**src/rtl/uart_pkg.sv**
```systemverilog
// Shared definitions for the uart_tx arbiter and the uart_tx it drives.
//  - arb_state_e : arbiter sequencing states
//  - PARITY_* / BAUD_* : line configuration codes understood by uart_tx
//  - clog2       : width helper, never returns less than 1
package uart_pkg;

   typedef enum logic [2:0] {
      IDLE  = 3'd0,
      ARB   = 3'd1,
      START = 3'd2,
      BUSY  = 3'd3,
      GAP   = 3'd4
   } arb_state_e;

   localparam logic [1:0] PARITY_NONE = 2'b00;
   localparam logic [1:0] PARITY_ODD  = 2'b01;
   localparam logic [1:0] PARITY_EVEN = 2'b10;

   localparam logic [1:0] BAUD_2400   = 2'b00;
   localparam logic [1:0] BAUD_4800   = 2'b01;
   localparam logic [1:0] BAUD_9600   = 2'b10;
   localparam logic [1:0] BAUD_19200  = 2'b11;

   function automatic int clog2(input int value);
      int res;
      int v;
      res = 0;
      v   = value - 1;
      while (v > 0) begin
         res++;
         v = v >> 1;
      end
      return (res < 1) ? 1 : res;
   endfunction

endpackage

```
**src/rtl/rr_arbiter.sv**
```systemverilog
// Combinational round-robin pick.
//  req        : request vector, one bit per requester
//  last_grant : index granted most recently; scanning starts one above it
//  grant      : first requesting index found, wrapping modulo N_REQ
//  hit        : 1 when any request was found (grant is last_grant otherwise)
module rr_arbiter #(
   parameter int N_REQ = 4,
   parameter int GW    = 2
) (
   input  logic [N_REQ-1:0] req,
   input  logic [GW-1:0]    last_grant,
   output logic [GW-1:0]    grant,
   output logic             hit
);

   logic [GW:0]   sum;
   logic [GW-1:0] idx;

   always_comb begin
      grant = last_grant;
      hit   = 1'b0;
      sum   = '0;
      idx   = '0;
      // Offset N_REQ brings the scan back to last_grant itself, so a lone
      // requester that was served last can still be served again.
      for (int off = 1; off <= N_REQ; off++) begin
         sum = {1'b0, last_grant} + (GW+1)'(off);
         if (sum >= (GW+1)'(N_REQ)) begin
            sum = sum - (GW+1)'(N_REQ);
         end
         idx = sum[GW-1:0];
         if (!hit && req[idx]) begin
            hit   = 1'b1;
            grant = idx;
         end
      end
   end

endmodule

```
**src/rtl/uart_tx_arbiter.sv**
```systemverilog
// Round-robin sharing of one uart_tx among N_REQ byte requesters.
// Sequences uart_tx send/active, holds data and line config for a whole frame,
// and only takes new config while idle.
//  clk, rst_n          : system clock, async active-low reset
//  req_valid/req_data  : per-requester byte pending, byte i at [8*i+7:8*i]
//  req_ready           : 1-cycle pulse when requester i's byte is taken
//  cfg_parity_type/cfg_baud_rate : line config, sampled in IDLE only
//  uart_send/uart_data/uart_parity_type/uart_baud_rate : to uart_tx
//  uart_active         : from uart_tx, baud-clock domain (synchronised here)
//  busy, grant_id, timeout_err : status
//
// state | meaning
// IDLE  | track cfg, wait for any req_valid
// ARB   | pick requester, load data, pulse req_ready
// START | hold send high until uart_tx reports active or timer expires
// BUSY  | frame in flight, wait for active to fall
// GAP   | GAP_CYCLES idle cycles so uart_tx sees send low on a baud edge
module uart_tx_arbiter
   import uart_pkg::*;
#(
   parameter int N_REQ         = 4,
   parameter int START_TIMEOUT = 65535,
   parameter int GAP_CYCLES    = 2
) (
   input  logic                      clk,
   input  logic                      rst_n,
   input  logic [N_REQ-1:0]          req_valid,
   input  logic [8*N_REQ-1:0]        req_data,
   output logic [N_REQ-1:0]          req_ready,
   input  logic [1:0]                cfg_parity_type,
   input  logic [1:0]                cfg_baud_rate,
   output logic                      uart_send,
   output logic [7:0]                uart_data,
   output logic [1:0]                uart_parity_type,
   output logic [1:0]                uart_baud_rate,
   input  logic                      uart_active,
   output logic                      busy,
   output logic [clog2(N_REQ)-1:0]   grant_id,
   output logic                      timeout_err
);

   localparam int GW  = clog2(N_REQ);
   localparam int TW  = clog2(START_TIMEOUT + 1);
   localparam int GPW = clog2(GAP_CYCLES + 1);

   arb_state_e       state_q, state_d;
   logic             act_meta_q, act_s_q;
   logic [TW-1:0]    timer_q, timer_d;
   logic [GPW-1:0]   gap_q, gap_d;
   logic [GW-1:0]    last_grant_q, last_grant_d;
   logic [GW-1:0]    grant_q, grant_d;
   logic [N_REQ-1:0] ready_q, ready_d;
   logic             send_q, send_d;
   logic [7:0]       data_q, data_d;
   logic [1:0]       parity_q, parity_d;
   logic [1:0]       baud_q, baud_d;
   logic             busy_q, busy_d;
   logic             timeout_q, timeout_d;

   logic [GW-1:0]    pick_idx;
   logic             pick_hit;
   logic [7:0]       pick_data;

   rr_arbiter #(
      .N_REQ (N_REQ),
      .GW    (GW)
   ) u_rr (
      .req        (req_valid),
      .last_grant (last_grant_q),
      .grant      (pick_idx),
      .hit        (pick_hit)
   );

   always_comb begin
      pick_data = 8'h00;
      for (int i = 0; i < N_REQ; i++) begin
         if (pick_idx == GW'(i)) begin
            pick_data = req_data[8*i +: 8];
         end
      end
   end

   always_comb begin
      state_d      = state_q;
      timer_d      = timer_q;
      gap_d        = gap_q;
      last_grant_d = last_grant_q;
      grant_d      = grant_q;
      ready_d      = '0;
      send_d       = send_q;
      data_d       = data_q;
      parity_d     = parity_q;
      baud_d       = baud_q;
      timeout_d    = 1'b0;

      case (state_q)
         IDLE: begin
            parity_d = cfg_parity_type;
            baud_d   = cfg_baud_rate;
            if (|req_valid) begin
               state_d = ARB;
            end
         end
         ARB: begin
            // A requester may withdraw between IDLE and ARB; then nothing is acked.
            if (pick_hit) begin
               data_d       = pick_data;
               grant_d      = pick_idx;
               last_grant_d = pick_idx;
               for (int i = 0; i < N_REQ; i++) begin
                  ready_d[i] = (pick_idx == GW'(i));
               end
               send_d  = 1'b1;
               timer_d = '0;
               state_d = START;
            end else begin
               state_d = IDLE;
            end
         end
         START: begin
            // A stale active still counts as a start; BUSY then waits for its fall.
            if (act_s_q) begin
               send_d  = 1'b0;
               state_d = BUSY;
            end else if (timer_q == TW'(START_TIMEOUT - 1)) begin
               send_d    = 1'b0;
               timeout_d = 1'b1;
               gap_d     = GPW'(GAP_CYCLES - 1);
               state_d   = GAP;
            end else begin
               timer_d = timer_q + 1'b1;
            end
         end
         BUSY: begin
            if (!act_s_q) begin
               gap_d   = GPW'(GAP_CYCLES - 1);
               state_d = GAP;
            end
         end
         GAP: begin
            if (gap_q == '0) begin
               state_d = IDLE;
            end else begin
               gap_d = gap_q - 1'b1;
            end
         end
         default: begin
            send_d  = 1'b0;
            state_d = IDLE;
         end
      endcase

      busy_d = (state_d != IDLE);
   end

   always_ff @(posedge clk or negedge rst_n) begin
      if (!rst_n) begin
         state_q      <= IDLE;
         act_meta_q   <= 1'b0;
         act_s_q      <= 1'b0;
         timer_q      <= '0;
         gap_q        <= '0;
         last_grant_q <= GW'(N_REQ - 1);
         grant_q      <= '0;
         ready_q      <= '0;
         send_q       <= 1'b0;
         data_q       <= 8'h00;
         parity_q     <= 2'b00;
         baud_q       <= 2'b00;
         busy_q       <= 1'b0;
         timeout_q    <= 1'b0;
      end else begin
         state_q      <= state_d;
         act_meta_q   <= uart_active;
         act_s_q      <= act_meta_q;
         timer_q      <= timer_d;
         gap_q        <= gap_d;
         last_grant_q <= last_grant_d;
         grant_q      <= grant_d;
         ready_q      <= ready_d;
         send_q       <= send_d;
         data_q       <= data_d;
         parity_q     <= parity_d;
         baud_q       <= baud_d;
         busy_q       <= busy_d;
         timeout_q    <= timeout_d;
      end
   end

   assign req_ready        = ready_q;
   assign uart_send        = send_q;
   assign uart_data        = data_q;
   assign uart_parity_type = parity_q;
   assign uart_baud_rate   = baud_q;
   assign busy             = busy_q;
   assign grant_id         = grant_q;
   assign timeout_err      = timeout_q;

endmodule

```
**config.mk**
```make
export PLATFORM = sky130hd
export DESIGN_NAME = uart_tx_arbiter
export DESIGN_NICKNAME = d
export VERILOG_FILES = /design/src/rtl/uart_pkg.sv /design/src/rtl/rr_arbiter.sv /design/src/rtl/uart_tx_arbiter.sv
export SDC_FILE = /design/constraint.sdc
export NUM_CORES = 1
export LEC_CHECK = 0
export CORE_AREA = 2 2 83 85
export CTS_BUF_LIST = sky130_fd_sc_hd__clkbuf_8
export DETAILED_ROUTE_END_ITERATION = 8
export DIE_AREA = 0 0 85 87
export PLACE_DENSITY = 0.68
export SYNTH_ARGS = -nofsm -noshare
export SYNTH_HDL_FRONTEND = slang
export SYNTH_SLANG_ARGS = --single-unit
```
**constraint.sdc**
```tcl
create_clock -name clk -period 2.5 [get_ports clk]
set_input_delay 0.25 -clock clk [delete_from_list [all_inputs] [get_ports clk]]
set_output_delay 0.25 -clock clk [all_outputs]
set_load 0.05 [all_outputs]
```
==> impl_results.md <==
* Outcome: completed
* Critical R2R Capture: gap_q[0]
* RSZ-0062 raised after global routing: no
* Drt wl/cell at 14.2 um
* Area Growth Syn to Fin at 32.3%
* Leakage at 1.34 nW
* Hold depth at 1
* EDFF count, synth at 0
* PwrDens at 1030 nW/um2
* YS warnings at 0
* Setup crit start kind: register
* Slew Limit Fails at 0
* Sequential-to-total area share from yosys stat at 46.1%
* Die ar. at 7400 um2
* Syn Area/Cell at 9.89 um2
* Grt met2 use at 25.4%
* Final period util at 79.1%
* CP max stage cell: dfrtp_1
* Synth top cells by count: dfrtp_1 (44), nor2_1 (29), o21ai_0 (17)
* Die width at 85 um
* Drt total wl at 5670 um
* Largest net degree at the start of global routing at 29
* Die H at 87 um
* Fin. Hold Viols at 0
* Drt first pass iters at 4
* Mapped Cells at 253
* Fmax at 506 MHz
* Top area cells in the synthesized netlist: dfrtp_1 (44%), and4_1 (4.6%), nor2_1 (4.4%), o21ai_0 (3.4%), xnor2_1 (3.1%)
* Register Area at 1150 um2
* Yosys top cell area share at 44.0%
* Async SR Flop Fraction at 100%
* CTS Buf Count at 5
* Crit Path Class: register to register
* Number of I/O port buffers at 63
* Global Route Usage Sum at 15.9%
* ANT cells at 0
* Power share of the sequential group at 34.1%
* Endpoint, Worst Hold: act_meta_q
* CP arrival at 2.17 ns
* GP Congestion at 0.817
* Area of the multi-input gates at 1210 um2
* Post-DR vias/cell at 5.30
* Synthesized net count at 299
* Max cap viols at 0
* Layout net count at 365
* Worst Max-Slew Pin Slew at 0.575 ns
* Clock Tree Buf Depth at 2
* Finish-stage setup viols at 0
* Worst r2r path cells at 7
* Primary FF master, synth: dfrtp_1
* Tot Pwr at 3.41 mW
* Global route total overflow at 0
* Slew margin rel. at 61.4%
* CTS Sinks at 46
* Later-pin clock latency in the skew report at 0.30 ns
* R2r setup slk at 0.52 ns
* Switch share at 45.5%
* Clk slew on worst S/H paths at 0.08 ns
* CP Launch Point: timer_q[0]
* CTS tree: built
* CP required at 2.69 ns
* Layout fillers at 593
* Combinational share of power at 52.5%
* First-pass GRT wire length at 9590 um
* Layout cells sized above 1 at 11.3%
* Met1 Use GR at 22.4%
* Dpl hpwl at 4190 um
* Crit-path cells: inv_1 > ha_1 > and3_1 > and4_1 > o21ai_0 > nand2_1 > mux2_2
* Hold-fix buffers, CTS at 1
* Row count at 30
* Post-CTS setup buffers at 0
* Core area at 6570 um2
* Crit Path Max Fanout at 8
* Initial core utilization at 38.1%
* Post-route setup TNS at 0 ns
* Via Count at 2118
* Worst clock skew at 0.00959 ns
* Worst Hold Class: primary input to register
* CTS resizes at 0
* Cell with the most instances after synthesis: dfrtp_1
* Post-route ant nets at 0
* Synth Register Bits at 46
* Drc violations at 0
* Int Power at 1.86 mW
* Slowest cell delay on critical path at 0.49 ns
* Max H-tree Level at 2
* Mapped Area at 2500 um2
* Initial DRC Count at 97
* Hold Crit Start: uart_active
* R2R Path Start: timer_q[0]
* Clock Tree Root: clkbuf_8
* Yosys cell types at 48
* Final min period at 1.98 ns
* Synth area leader: dfrtp_1
* Busiest grt layer: met2
* Initial antenna violation count at 0
* Net Sw Power at 1.55 mW
* Vias in the first global route at 2038
* Worst vdd ir at 666 uV
* M3 GR Usage at 3.51%
* Crit path capture type: register
* I/O pins at 64
* Clock Power Share at 13.5%
flip-flops by register name, indices dropped and copies added, names as in the netlist:
register and flops:
timer_q 16, uart_baud_rate 2, state_q 3, req_ready 4
grant_id 2, act_meta_q 1, uart_send 1, act_s_q 1
gap_q 2, uart_parity_type 2, busy 1, uart_data 8
last_grant_q 2, timeout_err 1
critical path, delay by kind of cell, from the launching register on:
family / cells / cell delay [ns]
AOI/OAI and AO/OA: 1 / 0.27
buffers and inverters: 1 / 0.07
muxes: 1 / 0.26
adders and majority gates: 1 / 0.19
DFF: 1 / 0.49
and+or+nand+nor: 3 / 0.58
logic make-up (layout without fill, tap and decap cells):
family                   after synthesis  in the layout  synth area share, %
AND/OR/NAND/NOR                       98             98                 24.8
AO/OA/AOI/OAI                         63             63                 16.4
buffers and inverters                 28             95                 5.35
XOR/XNOR                               9              9                 3.15
adder cells (fa/ha/maj)                3              3                 1.50
flip-flops                            46             46                 46.1
multiplexers                           6              6                 2.65
through the flow:
| stage | util, % | cell area [um2] | hold slack, ns | setup WS [ns] | instances |
|---|---|---|---|---|---|
| after CTS | 50.4 | 3310 | 0.372 | 0.506 | 400 |
| after floorplan | - | 2500 | -0.0456 | 0.693 | 253 |
| after global placement | 48.9 | 3210 | 0.207 | 0.414 | 391 |
| final | 50.4 | 3310 | 0.386 | 0.524 | 400 |
| after global routing | 50.4 | 3310 | 0.388 | 0.417 | 400 |
| after detailed placement | 48.9 | 3210 | 0.214 | 0.357 | 391 |
layout by cell type, fill, tap and decap left out, types with 2 or more instances in the layout:
cell type	Yosys	routed
clkdlybuf4s50_1	0	62
dfrtp_1	44	44
nor2_1	29	29
o21ai_0	17	17
inv_1	15	15
and4_1	13	13
nand2_1	11	11
a31oi_1	10	10
a21oi_1	9	9
xnor2_1	9	9
a221oi_1	8	8
nand3_1	8	8
buf_4	1	8
nor3_1	6	6
and3_1	5	5
mux2_2	5	5
clkbuf_8	0	5
nor2b_1	4	4
nand4_1	4	4
nand2b_1	3	3
o21a_1	3	3
o21ai_1	3	3
nor3_2	3	3
o31ai_1	3	3
ha_1	3	3
nand3_2	2	2
a21boi_1	2	2
o211ai_1	2	2
dfstp_2	2	2
power groups by stage:
stage	Clock, mW	Combinational (mW)	Sequential, mW
after floorplan	0	0.807	1.61
after global placement	0	1.78	1.17
after detailed placement	0	1.80	1.18
after CTS	0.479	1.80	1.16
after global routing	0.513	1.93	1.20
final	0.459	1.79	1.16
final cells by class:
cell class | instances | share of cell area, %
clock buffers | 5 | 2.08
clock inverters | 3 | 0.642
inverters | 15 | 1.70
multi-input cells | 179 | 36.7
flip-flops and latches | 46 | 34.8
well taps | 80 | 3.02
repair buffers | 72 | 21.0
worst max path at each step:
stage	endpoint	slack, ns	cells past startpoint
after floorplan	gap_q[0]	0.69	8
after global placement	timer_q[6]	0.41	5
after detailed placement	timer_q[6]	0.36	5
after CTS	gap_q[0]	0.51	7
after global routing	gap_q[0]	0.42	7
final	gap_q[0]	0.52	7
layer usage:
layer	wire length (um)	share of wire, %
met1	2660	47
met2	2740	48
met3	224	4.0
met4	46	0.81
met5	0	0
Note: power is estimated with default switching activity, not from simulation.
